--- src/rtl/tick_bcd_counter_pkg.sv ---
`default_nettype none
// ============================================================================
//  Module      : tick_bcd_counter_pkg
//  Description : Shared clock/counter constants: default digit count, BCD
//                digit width and the largest legal BCD digit value.
//  Revision    : 1.0 - initial release
// ============================================================================
package tick_bcd_counter_pkg;

    // Number of BCD digits the counter carries unless overridden
    localparam int c_ndig_default = 4;

    // Bits per BCD digit
    localparam int c_digit_w = 4;

    // Largest value a single BCD digit may hold
    localparam logic [c_digit_w-1:0] c_bcd_max = 4'd9;

    // Zero value of a single BCD digit
    localparam logic [c_digit_w-1:0] c_bcd_zero = 4'd0;

endpackage : tick_bcd_counter_pkg
`default_nettype wire

--- src/rtl/bcd_digit.sv ---
`default_nettype none
// ============================================================================
//  Module      : bcd_digit
//  Description : One decade of the BCD counter. Steps up or down by one when
//                enabled, wrapping 9->0 / 0->9, and flags its extreme values
//                so the parent can build the ripple enables.
//  Revision    : 1.0 - initial release
// ============================================================================
module bcd_digit
    import tick_bcd_counter_pkg::*;
(
    input  logic                 clk,
    input  logic                 rst,
    input  logic                 clr,
    input  logic                 en,
    input  logic                 up,
    output logic [c_digit_w-1:0] value,
    output logic                 at_max,
    output logic                 at_min
);

    logic [c_digit_w-1:0] value_q;
    logic [c_digit_w-1:0] value_d;

    // Next digit value: clear wins, otherwise step with BCD wrap. Any value
    // above 9 is treated as the wrap point so the digit always returns to range.
    always_comb begin
        value_d = value_q;
        if (clr) begin
            value_d = c_bcd_zero;
        end else if (en) begin
            if (up) begin
                value_d = (value_q >= c_bcd_max) ? c_bcd_zero : value_q + 4'd1;
            end else begin
                value_d = ((value_q == c_bcd_zero) || (value_q > c_bcd_max))
                          ? c_bcd_max : value_q - 4'd1;
            end
        end
    end

    // Digit state register
    always_ff @(posedge clk) begin
        if (rst) begin
            value_q <= c_bcd_zero;
        end else begin
            value_q <= value_d;
        end
    end

    assign value  = value_q;
    assign at_max = (value_q == c_bcd_max);
    assign at_min = (value_q == c_bcd_zero);

endmodule : bcd_digit
`default_nettype wire

--- src/rtl/tick_bcd_counter.sv ---
`default_nettype none
// ============================================================================
//  Module      : tick_bcd_counter
//  Description : NDIG-digit up/down BCD counter stepped by rising edges of a
//                divided clock that is sampled as data. Produces a one-cycle
//                tick per detected edge and a one-cycle terminal-count pulse
//                when the count wraps.
//  Revision    : 1.0 - initial release
// ============================================================================
module tick_bcd_counter
    import tick_bcd_counter_pkg::*;
#(
    parameter int NDIG = c_ndig_default
)(
    input  logic                      clk,
    input  logic                      rst,
    input  logic                      mclk,
    input  logic                      run,
    input  logic                      up,
    input  logic                      clr,
    output logic [c_digit_w*NDIG-1:0] count,
    output logic                      tick,
    output logic                      tc
);

    // Delayed copy of mclk; resets high so an mclk already high when reset
    // is released cannot look like a fresh rising edge.
    logic mclk_d_q;
    logic mclk_d_d;
    logic tick_q;
    logic tick_d;
    logic tc_q;
    logic tc_d;

    logic            w_edge;
    logic            w_step;
    logic [NDIG-1:0] w_en;
    logic [NDIG-1:0] w_at_max;
    logic [NDIG-1:0] w_at_min;
    // w_low_max[i] / w_low_min[i]: every digit below i is at 9 / at 0
    logic [NDIG:0]   w_low_max;
    logic [NDIG:0]   w_low_min;

    assign w_edge = mclk & ~mclk_d_q;
    assign w_step = w_edge & run & ~clr;

    assign w_low_max[0] = 1'b1;
    assign w_low_min[0] = 1'b1;

    generate
        for (genvar i = 0; i < NDIG; i++) begin : g_digit
            assign w_low_max[i+1] = w_low_max[i] & w_at_max[i];
            assign w_low_min[i+1] = w_low_min[i] & w_at_min[i];
            assign w_en[i]        = w_step & (up ? w_low_max[i] : w_low_min[i]);

            bcd_digit u_digit (
                .clk    (clk),
                .rst    (rst),
                .clr    (clr),
                .en     (w_en[i]),
                .up     (up),
                .value  (count[c_digit_w*i +: c_digit_w]),
                .at_max (w_at_max[i]),
                .at_min (w_at_min[i])
            );
        end
    endgenerate

    // Next values for edge history, tick and wrap pulse; a wrap is a step
    // taken while every digit sits at the extreme in the step direction.
    always_comb begin
        mclk_d_d = mclk;
        tick_d   = w_edge;
        tc_d     = w_step & (up ? w_low_max[NDIG] : w_low_min[NDIG]);
    end

    // Edge history and registered pulse outputs
    always_ff @(posedge clk) begin
        if (rst) begin
            mclk_d_q <= 1'b1;
            tick_q   <= 1'b0;
            tc_q     <= 1'b0;
        end else begin
            mclk_d_q <= mclk_d_d;
            tick_q   <= tick_d;
            tc_q     <= tc_d;
        end
    end

    assign tick = tick_q;
    assign tc   = tc_q;

endmodule : tick_bcd_counter
`default_nettype wire
--- config.mk ---
export PLATFORM = sky130hd
export DESIGN_NAME = tick_bcd_counter
export DESIGN_NICKNAME = d
export VERILOG_FILES = /design/src/rtl/tick_bcd_counter_pkg.sv /design/src/rtl/bcd_digit.sv /design/src/rtl/tick_bcd_counter.sv
export SDC_FILE = /design/constraint.sdc
export NUM_CORES = 1
export LEC_CHECK = 0
export BUFFER_PORTS_ARGS = -buffer_cell sky130_fd_sc_hd__buf_2
export CORE_UTILIZATION = 48
export DETAILED_ROUTE_END_ITERATION = 6
export PLACE_DENSITY = 0.69
export RECOVER_POWER = 25
export SYNTH_ARGS = -nofsm -noshare
export SYNTH_HDL_FRONTEND = slang
export SYNTH_HIERARCHICAL = 1
export SYNTH_SLANG_ARGS = --single-unit
--- constraint.sdc ---
create_clock -name clk -period 2.2 [get_ports clk]
set_input_delay 0 -clock clk [delete_from_list [all_inputs] [get_ports clk]]
set_output_delay 0 -clock clk [all_outputs]
set_load 0.01 [all_outputs]
# Yosys cells after proc, flatten, opt, wreduce, memory -nomap -nowiden
# Cells that the tools add are included.
dict set report totals {
  input_bits 6
  reg_bits 19
  word_cells 67
}
dict set report classes {
  reduce_logical 9
  bitwise 15
  add_sub_neg 8
  mux 16
  magnitude_cmp 8
  n_eq_ne 4
}
# operator n
set ops {}
lappend ops {{$mux W4} 12}
lappend ops {{$add A4 B1 Y4 const B} 4}
lappend ops {{$eq A4 B4 Y1 const B} 4}
lappend ops {{$ge A4 B4 Y1 const B} 4}
lappend ops {{$gt A4 B4 Y1 const B} 4}
lappend ops {{$logic_not A4 Y1} 4}
lappend ops {{$sub A4 B1 Y4 const B} 4}
lappend ops {{$and A1 B1 Y1} 13}
lappend ops {{$logic_or A1 B1 Y1} 4}
lappend ops {{$mux W1} 4}
lappend ops {{$not A1 Y1} 2}
lappend ops {{$reduce_or A2 Y1} 1}

# Logic depth before layout (Yosys ltp)
# Gate-level depths: netlist of run 1.
dict set report logic_depth {
  word_depth 6
  mapped_depth 10
  mapped_depth_nobuf 9
}

# Cells and area by module
# Netlist of run 1, hierarchy kept.
# module seq_area_each_um2 cells_per_inst area_each_um2 n_inst
set by_module_without_submodules {}
lappend by_module_without_submodules {bcd_digit 80.1 53 394.1 4}
lappend by_module_without_submodules {tick_bcd_counter 60.1 17 165.2 1}

# Least setup slack after synthesis of run 1
# No wires, ideal clock.
dict set report synth_path {
  path_kind {register -> register}
  start {register g_digit[0].u_digit.value_q[0]}
  end {register g_digit[3].u_digit.value_q[2]}
  t_required_ns 2.141
  setup_slack_ns 0.267
  path_buffers 1
  t_arrival_ns 1.874
  path_stages_with_launch 11
  period_less_slack_ns 1.933
  cell_sequence {dfxtp_1 inv_1 ha_1 nand2b_1 nor2_1 nand4b_1 a21oi_1 clkbuf_1 nand3_1 a211oi_1 o31a_1}
}
dict set report synth_between {
  elab_chain_len 5
}
# item line_no
set synth_lines {}
lappend synth_lines {{start: declaration} bcd_digit.sv:22} ;# logic [c_digit_w-1:0] value_q;
lappend synth_lines {{start signal: assignment} bcd_digit.sv:44} ;# value_q <= c_bcd_zero;
lappend synth_lines {{start signal: assignment} bcd_digit.sv:46} ;# value_q <= value_d;
lappend synth_lines {{$logic_not A4 Y1} bcd_digit.sv:52} ;# assign at_min = (value_q == c_bcd_zero);
lappend synth_lines {{named net w_at_min[0]} tick_bcd_counter.sv:39} ;# logic [NDIG-1:0] w_at_min;
lappend synth_lines {{$and A1 B1 Y1 (2 in series)} tick_bcd_counter.sv:53} ;# assign w_low_min[i+1] = w_low_min[i] & w_at_min[i];
lappend synth_lines {{$mux W1} tick_bcd_counter.sv:54} ;# assign w_en[i] = w_step & (up ? w_low_max[i] : w_low_min[i]);
lappend synth_lines {{$and A1 B1 Y1} tick_bcd_counter.sv:54}
lappend synth_lines {{named net w_en[3]} tick_bcd_counter.sv:37} ;# logic [NDIG-1:0] w_en;
lappend synth_lines {{end signal: assignment} bcd_digit.sv:44}
lappend synth_lines {{end signal: assignment} bcd_digit.sv:46}
lappend synth_lines {{end: declaration} bcd_digit.sv:22}
# The timed path passes the listed nets, and every way through them passes these cells.
# A chain may end at the register's enable or synchronous reset.

# Worst setup path in the final report of run 1
# Same ends and word-level chain as after synthesis.

==> impl_results.md, run 1 <==
* Outcome: finished, final reports clean
* R2r startpoint: g_digit[0].u_digit/value[0]
* FF+latch count, synth at 19
* Initial antenna violation count at 0
* Critical path arrival at 2260 ps
* FMAX at 497 MHz
* Mapped Cells at 229
* Global-route wire length before repair at 6750 um
* Clock sink count at 19
* Diode count at 0
* Area Overhead vs Synth at 11.6%
* Switching share of power at 0.259
* Placed Area at 1890 um2
* Post-route clock period utilization at 0.915
* Syn_nets at 251
* Mean Syn Cell Area at 7.61 um2
* Worst rel slew slack at 0.751
* Clk_lat worst skew at 300 ps
* Sequential area share after synthesis at 0.218
* Path depth of the worst reg2reg path at 9
* 1st-iter DRT viols at 122
* Distinct cells, synth at 35
* Die ar. at 3870 um2
* Seq pwr share at 0.580
* Initial Utilization at 0.510
* Port bufs at 23
* Final hold violations at 0
* Core Box Area at 3420 um2
* Synth Flop Type: dfxtp_1
* Setup slack, reg-to-reg at 190 ps
* GRT overflow at 0
* Highest ir drop seen on vdd at 0.357 mV
* Final Skew at 5.61 ps
* Worst Hold Class: in -> reg
* Critical path class: reg -> reg
* Post-DP HPWL at 2750 um
* Placer Congestion at 0.877
* Pleak at 0.804 nW
* Pin count of the biggest net entering global routing at 21
* Final cell area excluding filler cells at 1940 um2
* # rows at 21
* Combinational power share at 0.107
* P_int at 445 uW
* Vias in the first global route at 1527
* Die extent in y at 62.2 um
* Post-route ant nets at 0
* Hold depth at 3
* Layout Nets at 278
* Post-CTS setup buffers at 0
* Reg2reg end: g_digit[3].u_digit/value[2]
* Async set-or-reset flop fraction in the synthesized netlist at 0
* Final wirelength at 3850 um
* EDFF count, synth at 0
* Critical Path End Type: register
* Final setup fails at 0
* Unrepaired setup endpoints after global routing: false
* Worst-path clk slew at 120 ps
* Clock root buffer: clkbuf_4
* H-tree levels at 1
* Yosys warning count at 6
* Share of cells above drive strength 1 at 0.145
* Max_cap viols at 0
* Drt wl/cell at 12.8 um
* WP data required at 2450 ps
* Synth Cell Area at 1740 um2
* Via density at 5.59
* Final worst path period need at 2010 ps
* Inserted Clock Buffers at 3
* Tot Pwr at 601 uW
* Switch Pwr at 156 uW
* Layout filler cell count at 347
* Routed via count at 1683
* Worst setup SP type: register
* Number of detailed-routing iterations run before antenna repair at 4
* Hold path endpoint: g_digit[0].u_digit/value[2]
* CTS tree: done
* Power Density at 309 nW/um2
* Die X at 62.2 um
* Worst hold start: clr
* IO Pins at 24
* Clk buf depth at 2
* CP max FO at 7
* Clock share of power at 0.313
* DRC at 0
* Worst slew pin tran at 373 ps
* Max Slew Vio Count at 0
* Setup_tns at 0 ps
* GRT Total Usage at 0.210
per-layer routing:
metal / wire length, um / track usage / vias up
li1: - / - / 882
met1: 1870 / 0.266 / 759
met3: 170 / 0.0423 / 2
met2: 1790 / 0.368 / 40
met5: 0 / 0 / -
met4: 19 / 0.0349 / 0
state kept, by name, summed over array words and instances (netlist names):
register               cells
g_digit.u_digit/value     16
mclk_d_q                   1
tc                         1
tick                       1
stage by stage:
stage | setup slack [ps] | std cells | utilization | hold WS (ps)
after global placement | 201 | 294 | 0.555 | 219
after floorplan | 267 | 229 | - | 68.9
after global routing | 2.02 | 301 | 0.569 | 49.5
after CTS | 79.7 | 301 | 0.571 | 44.5
after detailed placement | 143 | 294 | 0.555 | 218
final | 186 | 301 | 0.569 | 60.7
cells in the mapped netlist, types with 2 or more instances:
cell type / n / share of area
a211oi_1: 4 / 0.017
nor4_1: 8 / 0.029
o31ai_1: 4 / 0.017
and3_1: 4 / 0.014
ha_1: 16 / 0.11
o211ai_1: 4 / 0.017
nand4_1: 5 / 0.018
or2_4: 4 / 0.020
dfxtp_1: 19 / 0.22
a21boi_1: 4 / 0.017
buf_2: 4 / 0.011
a31oi_1: 8 / 0.029
mux2i_1: 2 / 0.011
a2bb2oi_1: 4 / 0.020
nor3b_1: 5 / 0.022
o22ai_1: 4 / 0.014
a21oi_1: 10 / 0.029
o21ai_0: 8 / 0.023
nand4b_1: 5 / 0.025
o31a_1: 4 / 0.020
or3b_1: 4 / 0.020
o21ai_1: 4 / 0.011
a21oi_2: 4 / 0.020
clkbuf_1: 4 / 0.0086
nand2_1: 4 / 0.0086
nand2b_1: 16 / 0.057
buf_6: 4 / 0.026
inv_1: 17 / 0.037
nand3_1: 5 / 0.014
nor2b_1: 4 / 0.014
nor2_1: 33 / 0.071
how the worst max path moves through the flow:
stage / from / slack (ps) / to / cells past startpoint
6_report: g_digit[0].u_digit/value[0] / 190 / g_digit[3].u_digit/value[2] / 9
5_1_grt: g_digit[0].u_digit/value[0] / 2 / g_digit[3].u_digit/value[2] / 9
4_1_cts: g_digit[0].u_digit/value[1] / 80 / g_digit[3].u_digit/value[2] / 9
3_5_place_dp: g_digit[0].u_digit/value[0] / 140 / g_digit[3].u_digit/value[3] / 9
3_3_place_gp: g_digit[0].u_digit/value[0] / 200 / g_digit[3].u_digit/value[1] / 10
2_1_floorplan: g_digit[0].u_digit/value[0] / 270 / g_digit[3].u_digit/value[2] / 10
cells in the final DEF (no fill, tap or decap), types with 2 or more instances in the layout:
cell and instances:
nor2_1 33, dfxtp_1 19, inv_1 17, nand2b_1 16, ha_1 16, buf_2 15
a21oi_1 9, clkbuf_1 9, a31oi_1 8, o21ai_0 8, nor4_1 8, buf_4 8
nand3_1 5, nand4_1 5, nand4b_1 5, a21oi_2 5, nor3b_1 5, and3_1 4
nor2b_1 4, o22ai_1 4, a21boi_1 4, nand2_1 4, o21ai_1 4, or2_4 4
o31ai_1 4, o211ai_1 4, a2bb2oi_1 4, a211oi_1 4, or3b_1 4, o31a_1 4
clkbuf_4 3, dlygate4sd3_1 3, mux2i_1 2
kinds of logic (layout without fill, tap and decap cells):
group,Yosys count,after routing,share of synthesized area
and+or+nand+nor,100,100,0.328
AOI/OAI and AO/OA,63,63,0.244
buffers and inverters,29,55,0.0826
DFF,19,19,0.218
adders and majority gates,16,16,0.115
muxes,2,2,0.0115
power by group through the flow:
stage	Clock [mW]	Sequential (mW)	Combinational [mW]
after global routing	0.213	0.349	0.0704
final	0.188	0.348	0.0643
after detailed placement	0	0.356	0.0597
after global placement	0	0.356	0.0600
after floorplan	0	0.356	0.0336
after CTS	0.200	0.348	0.0640
critical path, stage by stage (launching register included):
cell and delay (ps):
dfxtp_1 390, inv_1 120, ha_1 180, nand2b_1 80, nor2_1 170, nand4b_1 190
a21oi_2 310, nand3_1 110, a211oi_1 240, o31a_1 170
cell type report:
class	instances	area, um2	share of cell area
multi-input combinational	181	1220	0.628
sequential	19	380	0.196
timing repair buffer	34	195	0.100
inverter	17	63.8	0.0328
tap	46	57.6	0.0296
clock buffer	4	26.3	0.0135
timing repair:
action                                 CTS  global route
resized for setup                        0             1
hold buffers                             3             0
endpoints found under the hold margin    3             0
setup endpoints to repair                0             4
(Power assumes the default switching activity.)
==> run 2: changes to the inputs <==
Settings changed: CAP_MARGIN set to 10, PLACE_DENSITY 0.69 to unset, PLACE_DENSITY_LB_ADDON set to 0.08.
==> run 2 against run 1 <==
  * First-iteration DRC count shrank 2.5%
  * Combinational power is essentially flat
  * Global-route usage shrank 0.098 points
  * Fmax grew 3.7%
  * Critical path type unchanged
==> impl_results.md, run 2 (same netlist as run 1, synthesis figures left out) <==
* Final Hold Slack at 62.6 ps
* Unrepaired setup endpoints after global routing: false
* Final worst path period need at 1940 ps
* WP buf/inv at 2
* Setup_tns at 0 ps
* Pin count of the biggest net entering global routing at 30
* Critical path arrival at 2140 ps
* Worst-path clk slew at 120 ps
* GRT overflow at 0
* R2r startpoint: g_digit[0].u_digit/value[0]
* Final hold violations at 0
* Max FFs per register at 16
* Most frequent cells in the layout: 32 x nor2_1, 19 x dfxtp_1, 17 x inv_1
* Post-DP HPWL at 2770 um
* Outcome: finished, final reports clean
* Max_cap viols at 0
* Critical path class: reg -> reg
* FMAX at 515 MHz
* Path depth of the worst reg2reg path at 10
* Drt wl/cell at 12.7 um
* Post-route clock period utilization at 0.883
* Worst slew pin tran at 378 ps
* Power Density at 311 nW/um2
* CP max stage delay at 390 ps
* Critical-path cell list: inv_1, ha_1, nand2b_1, nor2_2, nand4b_1, a21oi_1, buf_4, nand2b_1, nor4_1, nor4_1
* H-tree levels at 1
* Global-route wire length before repair at 6740 um
* Die ar. at 3870 um2
* Crit-path slowest cell: dfxtp_1
* Inserted Clock Buffers at 3
* Routed via count at 1677
* Clock root buffer: clkbuf_4
* Fin util at 0.565
* Worst hold start: clr
* Final Skew at 5.10 ps
* Commonest non-fill, non-tap cell in the layout: nor2_1
* Clk buf depth at 2
* Critical path's top delay family: simple AND/OR/NAND/NOR gates
* Port bufs at 23
* Initial antenna violation count at 0
* Hold path endpoint: g_digit[2].u_digit/value[2]
* Setup slack, reg-to-reg at 260 ps
* Critical Path End Type: register
* Final wirelength at 3810 um
* Diode count at 0
* Hold depth at 3
* Final setup fails at 0
* Area Overhead vs Synth at 10.8%
* Layout Nets at 276
* Share of cells above drive strength 1 at 0.138
* Fin cells at 299
* Post-route ant nets at 0
* Worst rel slew slack at 0.748
* Highest ir drop seen on vdd at 0.390 mV
* IO Pins at 24
* GRT Total Usage at 0.209
* Max Slew Vio Count at 0
* DRC at 0
* Initial Utilization at 0.510
* Clock sink count at 19
* Reg2reg end: g_digit[3].u_digit/value[3]
* Worst Hold Class: in -> reg
* Placed Cells incl. Taps at 292
* Core Box Area at 3420 um2
* WP data required at 2400 ps
* Die extent in y at 62.2 um
* Layout filler cell count at 354
* CTS tree: done
* 1st-iter DRT viols at 119
* Number of detailed-routing iterations run before antenna repair at 4
* Via density at 5.61
* Clk_lat worst skew at 300 ps
* CP max FO at 10
* Vias in the first global route at 1500
* Pleak at 0.789 nW
* Placer Congestion at 0.817
* # rows at 21
* Die X at 62.2 um
* Worst setup SP type: register
run 2: changes by cell type in the layout (fill, tap and decap cells not counted):
cell and delta:
buf_2 -1, buf_4 -2, clkbuf_1 +1, nor2_1 -1, nor2_2 +1
run 2: power by group:
part	switching, mW	internal (mW)
registers	0.00215	0.346
logic	0.0361	0.0281
clock network	0.118	0.0707
total	0.156	0.445
run 2: through the flow:
step	setup WS [ps]	area [um2]	power, mW
floorplan	267	1740	0.390
global placement	231	1880	0.417
detailed placement	197	1880	0.416
CTS	162	1940	0.613
global route	24.8	1930	0.637
finish	257	1930	0.601
run 2: routing by layer:
layer	vias to the layer above	part of all wire	track usage
met5	-	0	0
met4	0	0.0032	0.0233
met3	2	0.036	0.0496
met2	37	0.46	0.345
met1	762	0.50	0.283
li1	876	-	-
run 2: how the worst max path moves through the flow:
stage | from | to | slack (ps) | cells after the start
after floorplan | g_digit[0].u_digit/value[0] | g_digit[3].u_digit/value[2] | 270 | 10
after global placement | g_digit[0].u_digit/value[0] | g_digit[2].u_digit/value[1] | 230 | 10
after detailed placement | g_digit[0].u_digit/value[0] | g_digit[2].u_digit/value[1] | 200 | 10
after CTS | g_digit[0].u_digit/value[0] | g_digit[2].u_digit/value[1] | 160 | 10
after global routing | g_digit[0].u_digit/value[0] | g_digit[3].u_digit/value[2] | 20 | 10
final | g_digit[0].u_digit/value[0] | g_digit[3].u_digit/value[3] | 260 | 10
run 2: worst register-to-register path, stage by stage (launching register included):
cell and delay, ps:
dfxtp_1 390, inv_1 120, ha_1 180, nand2b_1 90, nor2_2 130, nand4b_1 160
a21oi_1 180, buf_4 190, nand2b_1 110, nor4_1 210, nor4_1 70
run 2: cell type report:
cell class / instances / area, um2 / share of cell area
sequential: 19 / 380 / 0.197
clock buffer: 4 / 26.3 / 0.0136
timing repair buffer: 32 / 179 / 0.0927
inverter: 17 / 63.8 / 0.0331
tap: 46 / 57.6 / 0.0298
multi-input combinational: 181 / 1220 / 0.634
run 2: timing repair:
action,CTS,global route
setup buffers,0,0
endpoints found under the hold margin,3,0
setup endpoints to repair,0,5
hold buffers,3,0
gates resized for setup,0,2
==> run 3: changes to the inputs <==
Settings changed: CTS_BUF_LIST set to sky130_fd_sc_hd__clkbuf_2 sky130_fd_sc_hd__clkbuf_4 sky130_fd_sc_hd__clkbuf_8.
==> run 3 against run 2 <==
  * Register-to-register slack hardly changed
  * Critical endpoint unchanged
  * Combinational power about the same
  * Worst setup slack worse by 1.0 ps
  * Cell count unchanged
  * Power grew 2.2%
  * Final area grew 0.19%
==> impl_results.md, run 3 (same netlist as run 1, synthesis figures left out) <==
* Critical path arrival at 2150 ps
* Layout Nets at 276
* Placer Congestion at 0.817
* Final wirelength at 3810 um
* Worst rel slew slack at 0.752
* Worst-path clk slew at 120 ps
* Max FFs per register at 16
* Setup slack at placement at 197 ps
* Final Skew at 3.96 ps
* Final worst path period need at 1940 ps
* IO Pins at 24
* Die X at 62.2 um
* Worst slew pin tran at 371 ps
* Final hold violations at 0
* Max_cap viols at 0
* Die ar. at 3870 um2
* Via density at 5.61
* GRT overflow at 0
* Critical Path End Type: register
* Final setup fails at 0
* WP data required at 2400 ps
* Drt wl/cell at 12.7 um
* 1st-iter DRT viols at 124
* Global-route wire length before repair at 6740 um
* Tot Pwr at 614 uW
* Critical path class: reg -> reg
* Clock sink count at 19
* DRC at 0
* Highest ir drop seen on vdd at 0.389 mV
* Setup_tns at 0 ps
* Pin count of the biggest net entering global routing at 30
* Number of detailed-routing iterations run before antenna repair at 4
* Max Slew Vio Count at 0
* Share of cells above drive strength 1 at 0.142
* Initial antenna violation count at 0
* Most frequent cells in the layout: 32 x nor2_1, 19 x dfxtp_1, 17 x inv_1
* Pleak at 0.793 nW
* Post-route ant nets at 0
* GRT Total Usage at 0.209
* Initial Utilization at 0.510
* # rows at 21
* Footprint of the multi-input gates at 1220 um2
* Area Overhead vs Synth at 11.1%
* Clk buf depth at 2
* Final worst slack at 256 ps
* Clk_lat worst skew at 310 ps
* CTS tree: done
* Post-route clock period utilization at 0.884
* Worst Hold Class: in -> reg
* Worst setup SP type: register
* Die extent in y at 62.2 um
* Power Density at 317 nW/um2
* H-tree levels at 1
* Vias in the first global route at 1500
* Layout filler cell count at 354
* Routed via count at 1676
* Diode count at 0
* CP max FO at 10
* Clock root buffer: clkbuf_4
* Post-DP HPWL at 2770 um
* Commonest non-fill, non-tap cell in the layout: nor2_1
* Outcome: finished, final reports clean
* Port bufs at 23
* Core Box Area at 3420 um2
* Sequential Area at 380 um2
* FMAX at 514 MHz
* Inserted Clock Buffers at 3
* Unrepaired setup endpoints after global routing: false
[run 3: cell types whose count changed in the layout (fill, tap and decap cells not counted)]
cell,before,now
clkbuf_1,10,9
clkbuf_4,3,4
[run 3: routing by layer]
layer	track usage	vias up	wire, um
li1	-	876	-
met2	0.345	38	1740
met3	0.0496	2	154
met5	0	-	0
met4	0.0233	0	12
met1	0.283	760	1900
[run 3: cell type report]
| cell class | count | area share |
|---|---|---|
| Clock buffer | 4 | 0.0155 |
| Sequential cell | 19 | 0.197 |
| Multi-Input combinational cell | 181 | 0.633 |
| Tap cell | 46 | 0.0298 |
| Timing Repair Buffer | 32 | 0.0925 |
| Inverter | 17 | 0.0330 |
[run 3: path summary, 6_finish.rpt]
path                            cells past startpoint                          end                         from  slack, ps
worst max register to register                     10  g_digit[3].u_digit/value[3]  g_digit[0].u_digit/value[0]        260
worst min-delay path                                3  g_digit[2].u_digit/value[2]                          clr         60
worst max-delay path                               10  g_digit[3].u_digit/value[3]  g_digit[0].u_digit/value[0]        260
worst min register to register                      1                         tick                     mclk_d_q        430
[run 3: what timing repair did]
action                                 CTS  global route
resized for setup                        0             2
hold buffers                             3             0
setup buffers                            0             0
setup endpoints to repair                0             5
endpoints found under the hold margin    3             0
[run 3: power by group]
group / total, mW / internal [mW] / leakage [nW] / switching [mW]
logic: 0.0640 / 0.0281 / 0.621 / 0.0360
clock network: 0.202 / 0.0831 / 0.0184 / 0.119
registers: 0.348 / 0.346 / 0.153 / 0.00214
total: 0.614 / 0.457 / 0.793 / 0.157
[run 3: metrics by stage]
| step | std cells | util | area [um2] | hold WS, ps |
|---|---|---|---|---|
| floorplan | 229 | - | 1740 | 68.9 |
| global placement | 292 | 0.550 | 1880 | 214 |
| detailed placement | 292 | 0.550 | 1880 | 225 |
| CTS | 299 | 0.568 | 1940 | 45.9 |
| global route | 299 | 0.566 | 1930 | 54.0 |
| finish | 299 | 0.566 | 1930 | 59.4 |
[run 3: worst max-delay path: stages, from the launching register on]
cell	delay [ps]
dfxtp_1	390
inv_1	120
ha_1	190
nand2b_1	90
nor2_2	130
nand4b_1	160
a21oi_1	170
buf_4	190
nand2b_1	110
nor4_1	210
nor4_1	70
